[config.mk]
export PLATFORM = sky130hd
export DESIGN_NAME = fire_code_interleaver
export DESIGN_NICKNAME = d
export VERILOG_FILES = /design/src/rtl/fire_code_pkg.sv /design/src/rtl/fire_ilv_bank.sv /design/src/rtl/fire_code_interleaver.sv
export SDC_FILE = /design/constraint.sdc
export NUM_CORES = 1
export LEC_CHECK = 0
export ABC_AREA = 1
export BUFFER_PORTS_ARGS = -buffer_cell sky130_fd_sc_hd__clkbuf_2
export CORE_MARGIN = 1.5
export CORE_UTILIZATION = 45
export DETAILED_ROUTE_END_ITERATION = 12
export HOLD_SLACK_MARGIN = 0.1
export PLACE_DENSITY = 0.67
export SLEW_MARGIN = 10
export SYNTH_ARGS = -nofsm -noshare
export SYNTH_HDL_FRONTEND = slang
export SYNTH_HIERARCHICAL = 1
export SYNTH_SLANG_ARGS = --single-unit
[constraint.sdc]
create_clock -name clk -period 1.7 [get_ports clk]
set_input_delay 0.085 -clock clk [delete_from_list [all_inputs] [get_ports clk]]
set_output_delay 0.085 -clock clk [all_outputs]
set_load 0.02 [all_outputs]
[src/rtl/fire_code_pkg.sv]
// fire_code_pkg: shared types and helpers for the Fire code interleaver slice.
//   CW_BUS_W         - width of the codeword bus between encoder and channel
//   fire_n()         - codeword length N = DATA_WIDTH + 2*BURST_LENGTH
//   ilv_bank_state_t - interleaver bank fill state
package fire_code_pkg;

  localparam int unsigned CW_BUS_W = 32;

  typedef enum logic [1:0] {
    EMPTY   = 2'd0,
    FILLING = 2'd1,
    FULL    = 2'd2
  } ilv_bank_state_t;

  function automatic int unsigned fire_n(input int unsigned data_width,
                                         input int unsigned burst_length);
    return data_width + 2 * burst_length;
  endfunction

endpackage

[src/rtl/fire_ilv_bank.sv]
// fire_ilv_bank: one DEPTH x N interleaver bank with its fill state machine.
// Ports:
//   clk, rst_n      - clock, asynchronous active-low reset
//   wr_en           - write wr_data into the next row
//   wr_data         - row payload
//   rd_done         - the last word of this bank has been read out
//   state           - EMPTY / FILLING / FULL
//   rows            - whole storage matrix, row r at rows[r]
//   wr_last_c       - next write fills the last row
module fire_ilv_bank
  import fire_code_pkg::*;
#(
  parameter int unsigned N     = 14,
  parameter int unsigned DEPTH = 4
) (
  input  logic                        clk,
  input  logic                        rst_n,
  input  logic                        wr_en,
  input  logic [N-1:0]                wr_data,
  input  logic                        rd_done,
  output ilv_bank_state_t             state,
  output logic [DEPTH-1:0][N-1:0]     rows,
  output logic                        wr_last_c
);

  localparam int unsigned CW = $clog2(DEPTH);

  ilv_bank_state_t           state_q, state_d;
  logic [CW-1:0]             wr_cnt_q, wr_cnt_d;
  logic [DEPTH-1:0][N-1:0]   mem_q, mem_d;
  logic                      wr_ok_c;

  // State and storage registers
  always_ff @(posedge clk or negedge rst_n) begin
    if (!rst_n) begin
      state_q  <= EMPTY;
      wr_cnt_q <= '0;
      mem_q    <= '0;
    end else begin
      state_q  <= state_d;
      wr_cnt_q <= wr_cnt_d;
      mem_q    <= mem_d;
    end
  end

  // Next state and write path
  always_comb begin
    state_d  = state_q;
    wr_cnt_d = wr_cnt_q;
    mem_d    = mem_q;
    wr_ok_c  = wr_en && (state_q != FULL);
    if (wr_ok_c) begin
      mem_d[wr_cnt_q] = wr_data;
      wr_cnt_d        = (wr_cnt_q == CW'(DEPTH - 1)) ? '0 : CW'(wr_cnt_q + 1'b1);
    end
    unique case (state_q)
      EMPTY:   if (wr_ok_c) state_d = FILLING;
      FILLING: if (wr_ok_c && (wr_cnt_q == CW'(DEPTH - 1))) state_d = FULL;
      FULL:    if (rd_done) state_d = EMPTY;
      default: state_d = EMPTY;
    endcase
  end

  // Outputs
  always_comb begin
    state     = state_q;
    rows      = mem_q;
    wr_last_c = (wr_cnt_q == CW'(DEPTH - 1));
  end

endmodule

[src/rtl/fire_code_interleaver.sv]
// fire_code_interleaver: DEPTH x N block interleaver, rows in, columns out.
// Build option: FIRE_ILV_PINGPONG_EN selects two banks (fill overlaps drain);
// undefined gives a single bank that blocks input while full.
// Ports:
//   clk, rst_n                       - clock, asynchronous active-low reset
//   in_valid/in_ready/in_codeword    - codeword stream from the encoder
//   out_valid/out_ready/out_codeword - interleaved word stream
//   out_sof                          - first word of each output block
module fire_code_interleaver
  import fire_code_pkg::*;
#(
  parameter int unsigned DATA_WIDTH   = 8,
  parameter int unsigned BURST_LENGTH = 3,
  parameter int unsigned DEPTH        = 4
) (
  input  logic                clk,
  input  logic                rst_n,
  input  logic                in_valid,
  output logic                in_ready,
  input  logic [CW_BUS_W-1:0] in_codeword,
  output logic                out_valid,
  input  logic                out_ready,
  output logic [CW_BUS_W-1:0] out_codeword,
  output logic                out_sof
);

  localparam int unsigned N  = fire_n(DATA_WIDTH, BURST_LENGTH);
  localparam int unsigned RW = $clog2(DEPTH);

  logic                      in_xfer_c, out_xfer_c, rd_last_c;
  logic [RW-1:0]             rd_cnt_q, rd_cnt_d;
  logic [DEPTH-1:0][N-1:0]   rd_rows;
  logic [N-1:0]              col_word [DEPTH];
  logic                      unused_hi;

  assign unused_hi  = ^in_codeword[CW_BUS_W-1:N];
  assign in_xfer_c  = in_valid && in_ready;
  assign out_xfer_c = out_valid && out_ready;
  assign rd_last_c  = (rd_cnt_q == RW'(DEPTH - 1));

`ifdef FIRE_ILV_PINGPONG_EN
  ilv_bank_state_t           bank_state   [2];
  logic [DEPTH-1:0][N-1:0]   bank_rows    [2];
  logic                      bank_wr_last [2];
  logic                      wr_sel_q, wr_sel_d, rd_sel_q, rd_sel_d;

  for (genvar i = 0; i < 2; i++) begin : g_bank
    fire_ilv_bank #(.N(N), .DEPTH(DEPTH)) u_bank (
      .clk       (clk),
      .rst_n     (rst_n),
      .wr_en     (in_xfer_c && (wr_sel_q == 1'(i))),
      .wr_data   (in_codeword[N-1:0]),
      .rd_done   (out_xfer_c && rd_last_c && (rd_sel_q == 1'(i))),
      .state     (bank_state[i]),
      .rows      (bank_rows[i]),
      .wr_last_c (bank_wr_last[i])
    );
  end

  // Bank selects: write side flips when a bank fills, read side when it drains
  always_ff @(posedge clk or negedge rst_n) begin
    if (!rst_n) begin
      wr_sel_q <= 1'b0;
      rd_sel_q <= 1'b0;
    end else begin
      wr_sel_q <= wr_sel_d;
      rd_sel_q <= rd_sel_d;
    end
  end

  always_comb begin
    wr_sel_d  = wr_sel_q ^ (in_xfer_c && bank_wr_last[wr_sel_q]);
    rd_sel_d  = rd_sel_q ^ (out_xfer_c && rd_last_c);
    in_ready  = (bank_state[wr_sel_q] != FULL);
    out_valid = (bank_state[rd_sel_q] == FULL);
    rd_rows   = bank_rows[rd_sel_q];
  end
`else
  ilv_bank_state_t           bank_state;
  logic                      unused_wr_last;

  fire_ilv_bank #(.N(N), .DEPTH(DEPTH)) u_bank (
    .clk       (clk),
    .rst_n     (rst_n),
    .wr_en     (in_xfer_c),
    .wr_data   (in_codeword[N-1:0]),
    .rd_done   (out_xfer_c && rd_last_c),
    .state     (bank_state),
    .rows      (rd_rows),
    .wr_last_c (unused_wr_last)
  );

  always_comb begin
    in_ready  = (bank_state != FULL);
    out_valid = (bank_state == FULL);
  end
`endif

  // Read word counter
  always_ff @(posedge clk or negedge rst_n) begin
    if (!rst_n) rd_cnt_q <= '0;
    else        rd_cnt_q <= rd_cnt_d;
  end

  always_comb begin
    rd_cnt_d = rd_cnt_q;
    if (out_xfer_c) rd_cnt_d = rd_last_c ? '0 : RW'(rd_cnt_q + 1'b1);
  end

  // Column-order mapping: stream position p = w*N + b reads row p%DEPTH, column p/DEPTH
  for (genvar w = 0; w < DEPTH; w++) begin : g_word
    for (genvar b = 0; b < N; b++) begin : g_bit
      localparam int unsigned P = w * N + b;
      assign col_word[w][b] = rd_rows[P % DEPTH][P / DEPTH];
    end
  end

  // Output word is zero whenever nothing valid is presented
  always_comb begin
    out_codeword = '0;
    out_sof      = 1'b0;
    if (out_valid) begin
      out_codeword = CW_BUS_W'(col_word[rd_cnt_q]);
      out_sof      = (rd_cnt_q == '0);
    end
  end

endmodule

* Yosys cells after proc, flatten, opt, wreduce, memory -nomap -nowiden
Index checks and enable logic that the tools add are counted.
Cells by class: $lt $le $gt $ge 3, muxes and demuxes 14, eq/ne operators 8, $add $sub $neg 2, reductions and logical operators 9, bitwise gates (word level) 1
Operators with widths (count):
- $bwmux 56 | 1
- $mux 14 | 4
- $bmux 14 s2 | 1
- $demux 14 s2 | 1
- $mux 2 | 5
- $eq 2x2->1 const B | 3
- $logic_and 1x1->1 | 6
- $ne 2x1->1 const B | 3
- $pmux 2 s3 | 1
- $add 2x1->2 const B | 2
- $logic_not 2->1 | 2
- $ge 3x3->1 const B | 1
- $lt 2x3->1 const B | 1
- $not 2->3 | 1
- $reduce_and 3->1 | 1
- $eq 2x1->1 const B | 1
- $ge 2x1->1 const B | 1
- $ne 2x2->1 const B | 1
- $mux 1 | 1
Word-level totals: bits of input ports 36, flip-flop bits (word level) 62, output and inout bits 35, logic and storage cells 44

* Logic depth before layout (Yosys ltp)
depth in word-level cells 6, depth in mapped cells 8, mapped depth without buffers 6

* Hierarchy
Netlist, hierarchy kept.
Modules (own cells, without submodules):
- fire_ilv_bank | area an instance 2561.2 um^2, cells each 276, seq. area each 1501.4 um^2, times used 1
- fire_code_interleaver | area an instance 1188.6 um^2, cells each 203, seq. area each 50.0 um^2, times used 1

* Least setup slack after synthesis
No wires, ideal clock.
path kind register to register, start register u_bank.state_q[1], in the netlist u_bank/state[1], end register u_bank.mem_q, in the netlist u_bank/rows[45], cell stages (with the launch flop) 9, data arrival time 1.247 ns, path buffers 2, path slack 0.336 ns, required time 1.583 ns, period minus slack after synthesis 1.364 ns, library setup time 0.117 ns, cell sequence dfrtp_1 > inv_1 > nor2_4 > nor2_1 > buf_2 > nand3_2 > buf_2 > nand2_1 > nand2_1
On the way: longest elaborated chain between the ends 3
Ends and longest elaborated chain:
- start, declared | RTL line fire_ilv_bank.sv:28 | ilv_bank_state_t state_q, state_d;
- start signal, assigned | RTL line fire_ilv_bank.sv:40 | state_q <= state_d;
- $ne 2x2->1 | RTL line fire_code_interleaver.sv:94 | in_ready = (bank_state != FULL);
- $logic_and 1x1->1 | RTL line fire_code_interleaver.sv:37 | assign in_xfer_c = in_valid && in_ready;
- named net in_xfer_c | RTL line fire_code_interleaver.sv:30 | logic in_xfer_c, out_xfer_c, rd_last_c;
- $logic_and 1x1->1 | RTL line fire_ilv_bank.sv:51 | wr_ok_c = wr_en && (state_q != FULL);
- end signal, assigned | RTL line fire_ilv_bank.sv:42 | mem_q <= mem_d;
- end, declared | RTL line fire_ilv_bank.sv:30 | logic [DEPTH-1:0][N-1:0] mem_q, mem_d;
The timed path passes the listed nets, and every way through them passes these cells. A chain may end at the register's enable or synchronous reset.

* Worst setup path after layout
start register rd_cnt_q[0], end output out_codeword[5]
On the way: longest elaborated chain between the ends 5
Ends and longest elaborated chain:
- start, declared | RTL line fire_code_interleaver.sv:31 | logic [RW-1:0] rd_cnt_q, rd_cnt_d;
- start signal, assigned | RTL line fire_code_interleaver.sv:102 | else rd_cnt_q <= rd_cnt_d;
- $not 2->3 (not written as such) | RTL line fire_code_interleaver.sv:123 | out_codeword = CW_BUS_W'(col_word[rd_cnt_q]);
- $bmux 14 s2 | RTL line fire_code_interleaver.sv:123
- $mux 14 (not written as such) (2 in a row) | RTL line fire_code_interleaver.sv:123
- $mux 14 | RTL line fire_code_interleaver.sv:122 | if (out_valid) begin
- end, declared | RTL line fire_code_interleaver.sv:23 | output logic [CW_BUS_W-1:0] out_codeword,
Every way passes these cells. The select of a mux whose other input is x is not followed.

==> key figures <==
Run status
  • Run status: completed

Placed design
  • Dpl ws: ~150 ps
  • I/O Buffers: 34
  • GP Congestion: 0.834
  • DP Area: 0.00397 mm²
  • Inst Count DP: 606
  • Final HPWL DP: 6.09 mm

Power
  • Power share of the clock group: 19.1%
  • Sw Pwr: about 3.2 mW
  • Gate power share: approximately 47%
  • Max rail drop VDD: around 0.94 mV
  • Cell internal pwr: 4.31 mW
  • Leakage Power: 2.39 nW
  • Sequential Power Share: 34.1%
  • Power density over the cells: 1700 mW/mm²
  • Net Sw Frac: 42.6%

Timing
  • Minimum clock period: 1620 ps
  • Final worst setup slack: ~80 ps
  • Fin. Hold Viols: 0
  • Layout Skew: a little over 8 ps
  • # setup viols final: 0
  • TNS Setup: 0 ps
  • Slew HR: between 60 and 70%
  • Fmax: a little over 600 MHz
  • Unrepaired setup endpoints after global routing: false
  • Worst Max-Slew Pin Slew: just over 500 ps
  • Fin crit share: between 90% and 100%
  • Fin. max-slew vios: 0

GRT
  • Tot GR Track Use: 22.8%
  • Vias in the first global route: 3078
  • First-pass GRT wire length: 15.3 mm
  • Global route overflow: 0
  • Initial antenna violation count: 0
  • Largest net degree at the start of global routing: 46

Critical path
  • Worst endpoint required time: roughly 1600 ps
  • Critical path buffer and inverter count: 2
  • CP endpoint kind: primary output
  • Crit path cell chain: buf_6, nand2_1, nand3_2, a21oi_2, clkbuf_2
  • Slowest CP cell: dfrtp_2
  • Worst-path maximum fanout: 18
  • R2r startpoint: u_bank/state[1]
  • Crit path max-delay family: flip-flops
  • Data arrival, critical path: 1540 ps
  • Crit path kind: flip-flop to primary output
  • Worst path max stage delay: about 450 ps
  • Setup crit start kind: flip-flop
  • Critical Path Start: rd_cnt_q[0]

CTS
  • Clock root buffer: clkbuf_8
  • Clk buf depth: 2
  • H-tree depth: 3
  • Clock sinks: 62
  • Inserted Clock Buffers: 9
  • Worst-path clk slew: 70 ps
  • CTS tree: built
  • Worst skew pair latency: 340 ps

Floorplan
  • Die W: around 94 µm
  • Starting Density: 46.1%
  • Top Ports: 71
  • Row count: 33
  • Die ar.: 0.00889 mm²
  • Die Ht: 94.3 µm
  • CORE AREA: 0.00813 mm²

Synth
  • Syn Area/Cell: 7.83 µm²
  • Synth Area in Adders: 2.00%
  • Post-synth top area share: 41.4%
  • Synth top area cells: dfrtp_1, nand2_1, nand4_1
  • Seq/Total Area, Yosys: 41.4%
  • Post-synthesis mux area share: 0%
  • Yosys warns: 6
  • Largest family of logic cells by synthesized area: simple AND/OR/NAND/NOR gates
  • Yosys reg bits: a little over 60
  • Post-synthesis cell count: between 400 and 500
  • Leading area contributor after synthesis: dfrtp_1
  • Synth Area in Compound Gates: 3.40%
  • Synth Area in XOR/XNOR: 0%
  • Simple logic cell fraction of the synthesized area: 36.8%
  • Post-synth design cell area: around 0.0037 mm²
  • Synth cell types: 22

Run
  • Max_cap viols: 0

Detailed routing
  • Vias per cell: 5.03
  • First-iteration detailed-routing DRC count: between 200 and 300
  • ANT nets after route: 0
  • Avg WL per Cell: 14.5 µm
  • # DRC: 0
  • Drt total wl: 9.35 mm
  • DR pass1 iterations: 4
  • DR vias: between 3000 and 4000

Layout
  • Fin cells: 643
  • Final Cell Area: between 0.004 and 0.005 mm²
  • Fraction of layout cells with a size suffix above 1: 23.6%
  • N_diodes: 0
  • Area grow syn2layout: 18.1%
  • Final #Nets: 575
  • Post-Route Utilization: 54.4%

Worst hold path
  • Hold Path Class: input port to asynchronous set/reset pin
==> placed cells by master (no fill, tap or decap), types with 10 or more instances in the layout <==
cell and count:
nand2_1 165, dlygate4sd3_1 16, dfrtp_1 61, nand4_1 57, clkbuf_2 32, inv_1 63, a21oi_2 11, nand3_2 22
clkbuf_8 10, nand2_2 12, nand3_1 12, conb_1 18, buf_4 19
==> registers in the layout (all words and copies together), names as in the netlist <==
register / flops
u_bank/state: 2
rd_cnt_q: 2
u_bank/wr_cnt_q: 2
u_bank/rows: 56
==> routing by layer <==
metal | routed length, µm | track usage, % | vias up
li1 | - | - | 1598
met1 | 4020 | 30.9 | 1504
met2 | 4470 | 34.7 | 109
met3 | 634 | 4.05 | 22
met4 | 229 | 11.8 | 0
met5 | 0 | 0 | -
==> Yosys cell counts, drive strengths merged <==
cell type and instances:
or2 1, nand2 178, clkbuf 4, nor2 6
buf 45, a21oi 15, ha 6, o21ai 3
nand4 57, inv 67, dfrtp 62, conb 1
nand3 34
==> cell families after synthesis <==
family,Yosys count
other,1
flip-flops,62
AO/OA/AOI/OAI,18
AND/OR/NAND/NOR,276
adder cells (fa/ha/maj),6
buffers and inverters,116
==> final cells by class <==
| class | instances | area [µm²] |
|---|---|---|
| timing repair buffer | 75 | 606 |
| fill | 779 | 3710 |
| clock buffer | 12 | 145 |
| sequential | 62 | 1550 |
| clock inverter | 4 | 70.1 |
| multi-input combinational | 318 | 1660 |
| tap | 105 | 131 |
| inverter | 67 | 262 |
==> timing repair <==
action                     CTS  global route
pin swaps                    1             1
cloned                       0             0
hold endpoints to repair    74             0
resized for setup            3            10
buffers inserted             2             3
hold buffers                16             0
setup endpoints to repair   15            59
==> power groups by stage <==
stage          Combinational [mW]  Sequential [mW]  Clock [mW]
2_1_floorplan                2.74             2.48           0
3_3_place_gp                 3.33             2.54           0
3_5_place_dp                 3.41             2.57           0
4_1_cts                      3.47             2.55        1.47
5_1_grt                      3.97             2.64        1.52
6_report                     3.52             2.56        1.43
==> metrics by stage <==
| stage | power, mW | hold WS [ps] |
|---|---|---|
| after floorplan | 5.22 | -211 |
| final | 7.51 | 236 |
| after CTS | 7.48 | 172 |
| after global placement | 5.86 | 73.2 |
| after detailed placement | 5.97 | 81.3 |
| after global routing | 8.13 | 276 |
==> worst paths after layout <==
check / slack, ps / end / cells after the start
max: 80 / out_codeword[5] / 5
min: 240 / u_bank/rows[8] / 2
max reg2reg: 200 / u_bank/rows[48] / 9
min reg2reg: 470 / u_bank/rows[1] / 2
max in group asynchronous: 840 / u_bank/rows[48] / 3
min in group clk: 240 / u_bank/rows[42] / 6
Note: power is estimated with default switching activity, not from simulation.
